### src/rtl/mem_rd_arbiter.sv
// Two-requester (fetch/load) arbiter for the shared registered memory read port; optional round-robin via MEM_RD_ARBITER_RR_EN.
// Latency: 1 cycle from handshake to rvalid; one grant per cycle.
// Backpressure: ready is combinational from valid/flush only; responses cannot be stalled.
module mem_rd_arbiter #(
    parameter int unsigned SIZE_B = 1024
) (
    input  logic        clk_i,
    input  logic        rst_i,
    input  logic        if_valid_i,
    input  logic [31:0] if_addr_i,
    output logic        if_ready_o,
    output logic        if_rvalid_o,
    output logic [31:0] if_rdata_o,
    input  logic        d_valid_i,
    input  logic [31:0] d_addr_i,
    output logic        d_ready_o,
    output logic        d_rvalid_o,
    output logic [31:0] d_rdata_o,
    input  logic        flush_i,
    output logic [31:0] mem_addr_o,
    input  logic [31:0] mem_data_i,
    output logic        err_o
);

    typedef enum logic [1:0] {
        IDLE    = 2'd0,
        RESP_IF = 2'd1,
        RESP_D  = 2'd2
    } state_t;

    state_t      state;
    logic        gnt_if;
    logic        gnt_d;
    logic        prio_if;
    logic [32:0] last_byte;

`ifdef MEM_RD_ARBITER_RR_EN
    // Remembers which port won the most recent grant; reset value lets fetch win first.
    logic last_gnt_d;

    assign prio_if = last_gnt_d;

    always_ff @(posedge clk_i) begin
        if (rst_i) begin
            last_gnt_d <= 1'b1;
        end else if (gnt_if || gnt_d) begin
            last_gnt_d <= gnt_d;
        end
    end
`else
    assign prio_if = 1'b1;
`endif

    assign gnt_if     = if_valid_i & ~flush_i & (~d_valid_i | prio_if);
    assign gnt_d      = d_valid_i & ~gnt_if;
    assign if_ready_o = gnt_if;
    assign d_ready_o  = gnt_d;
    assign mem_addr_o = gnt_d ? d_addr_i : if_addr_i;

    // 33-bit sum so addresses near 0xFFFFFFFF cannot wrap past the range check.
    assign last_byte = {1'b0, mem_addr_o} + 33'd3;

    // A response still in flight when reset arrives is never presented.
    assign if_rvalid_o = (state == RESP_IF) & ~flush_i & ~rst_i;
    assign d_rvalid_o  = (state == RESP_D) & ~rst_i;
    assign if_rdata_o  = mem_data_i;
    assign d_rdata_o   = mem_data_i;

    always_ff @(posedge clk_i) begin
        if (rst_i) begin
            state <= IDLE;
            err_o <= 1'b0;
        end else begin
            if (gnt_if) begin
                state <= RESP_IF;
            end else if (gnt_d) begin
                state <= RESP_D;
            end else begin
                state <= IDLE;
            end
            if ((gnt_if || gnt_d) && (last_byte >= 33'(SIZE_B))) begin
                err_o <= 1'b1;
            end
        end
    end

endmodule
### config.mk
export PLATFORM = sky130hd
export DESIGN_NAME = mem_rd_arbiter
export DESIGN_NICKNAME = d
export VERILOG_FILES = /design/src/rtl/mem_rd_arbiter.sv
export SDC_FILE = /design/constraint.sdc
export NUM_CORES = 1
export LEC_CHECK = 0
export ABC_AREA = 1
export CORE_ASPECT_RATIO = 0.6
export CORE_MARGIN = 2
export CORE_UTILIZATION = 30
export DETAILED_ROUTE_END_ITERATION = 8
export PLACE_DENSITY = 0.72
export SLEW_MARGIN = 0
export SYNTH_ARGS = -nofsm -noshare
export SYNTH_HDL_FRONTEND = slang
export SYNTH_SLANG_ARGS = --single-unit
### constraint.sdc
create_clock -name clk_i -period 4.6 [get_ports clk_i]
set_input_delay 0.46 -clock clk_i [delete_from_list [all_inputs] [get_ports clk_i]]
set_output_delay 0.46 -clock clk_i [all_outputs]
set_load 0.02 [all_outputs]
* Word-level counts from Yosys, hierarchy flattened
Index checks and enable logic that the tools add are counted.
Storage, ports and cells: flip-flop bits (word level) 3, output and inout port bits 101, word-level logic and storage cells 21
Cells by class: eq/ne operators 2, magnitude comparators 1, reduce and logical (&&, ||, !) cells 3, multiplexer cells 3, bitwise operators 8, add/subtract/negate cells 1
Operator list (number):
- 32-bit by 2-bit adder with 33-bit output (second input constant) | 1
- 33-bit by 11-bit >= comparator with 1-bit output (second input constant) | 1
- 32-bit 2-to-1 mux | 1
- 1-bit bitwise AND | 5
- 1-bit inverter | 3
- 2-bit by 1-bit equality test with 1-bit output (second input constant) | 1
- 2-bit equality test (second input constant) | 1
- 2-bit 2-to-1 mux | 1
- 2-bit OR reduction | 1
- 1-bit logical AND | 1
- 1-bit logical OR | 1
- 1-bit 2-to-1 mux | 1

* Depth between registers and ports, before layout
word-level depth 8, depth in mapped cells 20, gate-level depth less buffers 19

* Worst setup path before layout
No wires, ideal clock.
path type input to register, start in flush_i, end reg err_o, setup slack 2.426 ns, data arrival time 2.058 ns, data required time 4.484 ns, buffers on the path 1, cell stages on the path 18, cell sequence inv_2 nand2_4 nand2_8 buf_6 o21ai_1 nand2_1 nor2_1 nand2_1 nor2_2 nand2_1 nand2_1 nand2_1 nor2_1 nand2_1 nor2_1 nand3_1 nand2_1 a21oi_1
Between the ends: word-level cells in the longest chain between the ends 8, elaborated cells on any way between the ends 9, classes of those cells 1 x add/sub; 1 x order compare; 1 x mux; 4 x bitwise; 2 x reduce/logical
Ends and longest elaborated chain:
- from (decl) | RTL line 19 | input logic flush_i,
- 1-bit inverter | RTL line 54 | assign gnt_if = if_valid_i & ~flush_i & (~d_valid_i | prio_if);
- 1-bit bitwise AND | RTL line 54
- 1-bit inverter | RTL line 55 | assign gnt_d = d_valid_i & ~gnt_if;
- 1-bit bitwise AND | RTL line 55
- 32-bit 2-to-1 mux | RTL line 58 | assign mem_addr_o = gnt_d ? d_addr_i : if_addr_i;
- net mem_addr_o[30] | RTL line 20 | output logic [31:0] mem_addr_o,
- 32-bit by 2-bit adder with 33-bit output | RTL line 61 | assign last_byte = {1'b0, mem_addr_o} + 33'd3;
- 33-bit by 11-bit >= comparator with 1-bit output | RTL line 81 | if ((gnt_if || gnt_d) && (last_byte >= 33'(SIZE_B))) begin
- 1-bit logical AND | RTL line 81
- to (signal assigned) | RTL line 72 | err_o <= 1'b0;
- to (signal assigned) | RTL line 82 | err_o <= 1'b1;
- to (decl) | RTL line 22 | output logic err_o
The timed path passes the listed nets, and every way through them passes these cells. A chain may end at the register's enable or synchronous reset.

* Final worst setup path
start in flush_i, end out mem_addr_o[31]
Between the ends: word-level cells in the longest chain between the ends 5
Ends and longest elaborated chain (RTL line):
- 1-bit inverter | 54
- 1-bit bitwise AND | 54
- 1-bit inverter | 55
- 1-bit bitwise AND | 55
- 32-bit 2-to-1 mux | 58
- to (decl) | 20
No other way between the ends.

==> summary.txt <==
Status
  • Status: complete, no violations

Worst setup path
  • Setup slack, reg-to-reg: a little under 4000 ps
  • Cell Chain, Critical Path: clkdlybuf4s50_1 > inv_2 > nand2_4 > nand2_8 > o21ai_0 > inv_1 > clkdlybuf4s50_1
  • Max FO, Critical Path: 62
  • Slowest cell on the critical path: o21ai_0
  • RR Endpoint: err_o
  • Worst Path Required: between 4000 and 5000 ps
  • CP startpoint: flush_i
  • Crit path max-delay family: buffers and inverters
  • Reg-to-reg startpoint: err_o
  • Slowest stage delay, CP: around 620 ps
  • Critical path class: in2out
  • Worst setup path endpoint: mem_addr_o[31]
  • Number of buffers and inverters on the critical path: 4
  • CP arrival: 3190 ps
  • CP dominant cell by count: clkdlybuf4s50_1
  • R2R cell count: 2
  • CP endpoint kind: output port
  • Critical path depth: 7
  • Crit start category: primary input

Yosys
  • Post-synth cell types: 24
  • Post-Syn Area: 0.00272 mm²
  • Post-synth EDFFs: 0
  • Yosys top cell area share: 29.8%
  • Synth area leaders: nand2_1 30%, buf_4 19%, nand3_1 10%
  • Mapped Cells: 552
  • Async SR Flop Fraction: 0%
  • Sequential fraction of the synthesis area: 2.21%
  • Syn avg cell area: ~5 µm²
  • Synth cell count leaders: 216 x nand2_1, 68 x buf_4, 67 x nor2_1
  • Top_reg_cell synth: dfxtp_1
  • Most common cell in the netlist: nand2_1
  • Syn Nets: 653
  • Synth area leader: nand2_1
  • Synth Warn #: 0
  • Post-synthesis register bit count: 3

Place
  • Hpwl dp: approximately 8700 µm
  • # port buffers: 105
  • Placed cell areas: ~0.0033 mm²
  • Routability cong.: 1.03
  • Pre-CTS WS: 961 ps

Pwr
  • IR drop worst, VDD: 0.000158 V
  • Power Density: about 150 mW/mm²
  • Static leakage: between 1.5 and 2 nW

Final layout
  • Ant. Diodes: 0
  • Nets: 682
  • Area grow syn2layout: 24.2%
  • Share of cells above drive strength 1: 6.90%
  • Fill cells: 993
  • Finished Core Util: 39.1%
  • Design area: ~0.0034 mm²

Routing
  • Routed length per instance: 14.7 µm
  • Final wirelength: 10,200 µm
  • Post-route ant nets: 0
  • Post-route DRC: 0
  • Drt initial violations: 251
  • Vias after detailed routing: 3,345
  • Pre-antenna DRT Iters: 6
  • Vias per cell: between 4 and 5

CTS
  • Postcts setup bufs: 0
  • CTS buffer count: 3
  • Clock Latency Late Sink: 220 ps
  • H-Tree Depth: 1
  • Clk root buf: clkbuf_16
  • Post-CTS Resized: 0
  • Clock-pin slew on the worst setup and hold paths: 30 ps
  • Cts hold-fix bufs: 0
  • Clock sink count: 3
  • CTS tree: done
  • CTS max path bufs: 2

Global route
  • Total GRT Usage: about a fifth
  • Largest net degree at the start of global routing: 63
  • First-pass GRT wire length: between 15,000 and 20,000 µm
  • Vias in the first global route: 3,108
  • Initial antenna violation count: 0
  • Grt ovf: 0

Floorplan
  • Die Width: 127 µm
  • # rows: 26
  • Die Area: 0.00987 mm²
  • Area of the core: roughly 0.0087 mm²
  • Starting Density: roughly a third
  • Ports: 202
  • DIE HEIGHT: 77.8 µm

STA
  • Crit share post-route: 79.4%
  • FMAX: 0.274 GHz
  • Max Slew Vio Count: 0
  • Worst relative slew slack: 36.1%
  • Worst Tran Pin Value: 958 ps
  • Final count of hold timing violations: 0
  • Setup repair after global routing missed its margin: no
  • Worst hold slack: 509 ps
  • Final setup fails: 0
  • Final worst slack: 946 ps
  • Post-layout min period: 3650 ps
  • Skew final: 0 ps
  • Setup TNS: 0 ps

Hold path
  • Hold-critical path depth: 2
  • Worst min path class: reg2reg

Run
  • MaxCap Viol Count: 0
worst min-delay path by stage:
stage                from     to  slack [ps]
global route        err_o  err_o         530
finish              err_o  err_o         510
detailed placement  err_o  err_o         490
global placement    err_o  err_o         480
floorplan           err_o  err_o         520
CTS                 err_o  err_o         500
cell families after synthesis:
| family | share of synthesized area [%] |
|---|---|
| AOI/OAI and AO/OA | 1.66 |
| xor gates and xnor gates | 1.29 |
| buffers and inverters | 30.1 |
| DFF | 2.21 |
| and+or+nand+nor | 64.7 |
power by group:
group	internal [W]	switching [W]
Sequential	0.0000277	0.00000112
Clock	0.000115	0.0000258
Combinational	0.000146	0.000203
layout make-up:
| type | count | area [µm²] | area share, % |
|---|---|---|---|
| Tap cell | 112 | 140 | 4.15 |
| Timing Repair Buffer | 105 | 1050 | 30.9 |
| Sequential cell | 3 | 60.1 | 1.78 |
| Clock buffer | 4 | 78.8 | 2.33 |
| Multi-Input combinational cell | 411 | 1840 | 54.5 |
| Inverter | 57 | 214 | 6.33 |
layer usage:
metal	track usage [%]	up-vias	wire length (µm)
met2	27.6	191	3770
met5	0	-	0
met3	7.17	0	1440
met1	31.0	1476	4970
met4	0.879	0	0
li1	-	1678	-
sequential cells by signal, indices dropped and copies added, names as in the netlist:
register,count
state,2
err_o,1
metrics by stage:
step	power (W)	std cells
after global placement	0.000375	688
after detailed placement	0.000376	688
after global routing	0.000557	692
after floorplan	0.000302	552
final	0.000519	692
after CTS	0.000519	692
worst reg2reg max path: cells and delay by family, from the launching register on:
family / cells / cell delay (ps)
DFF: 1 / 380
AOI/OAI and AO/OA: 1 / 140
buffers and inverters: 1 / 60
placed cells by master (no fill, tap or decap):
master           instances
nor2_4                   1
nand3_2                  1
o21ai_0                  6
inv_2                    2
or2_2                    2
nand2_8                  1
nor2_1                  67
o21ai_1                  1
xor2_1                   4
nand2_1                216
a21oi_1                  2
nor3_1                   1
buf_2                    1
nand3b_1                19
inv_1                   55
clkbuf_16                3
clkbuf_1                 1
dfxtp_1                  3
nor2_2                  14
nand2_2                 14
nand4_1                  5
nand2_4                  1
clkdlybuf4s50_1        104
nand3_1                 56
Note: power is estimated with default switching activity, not from simulation.
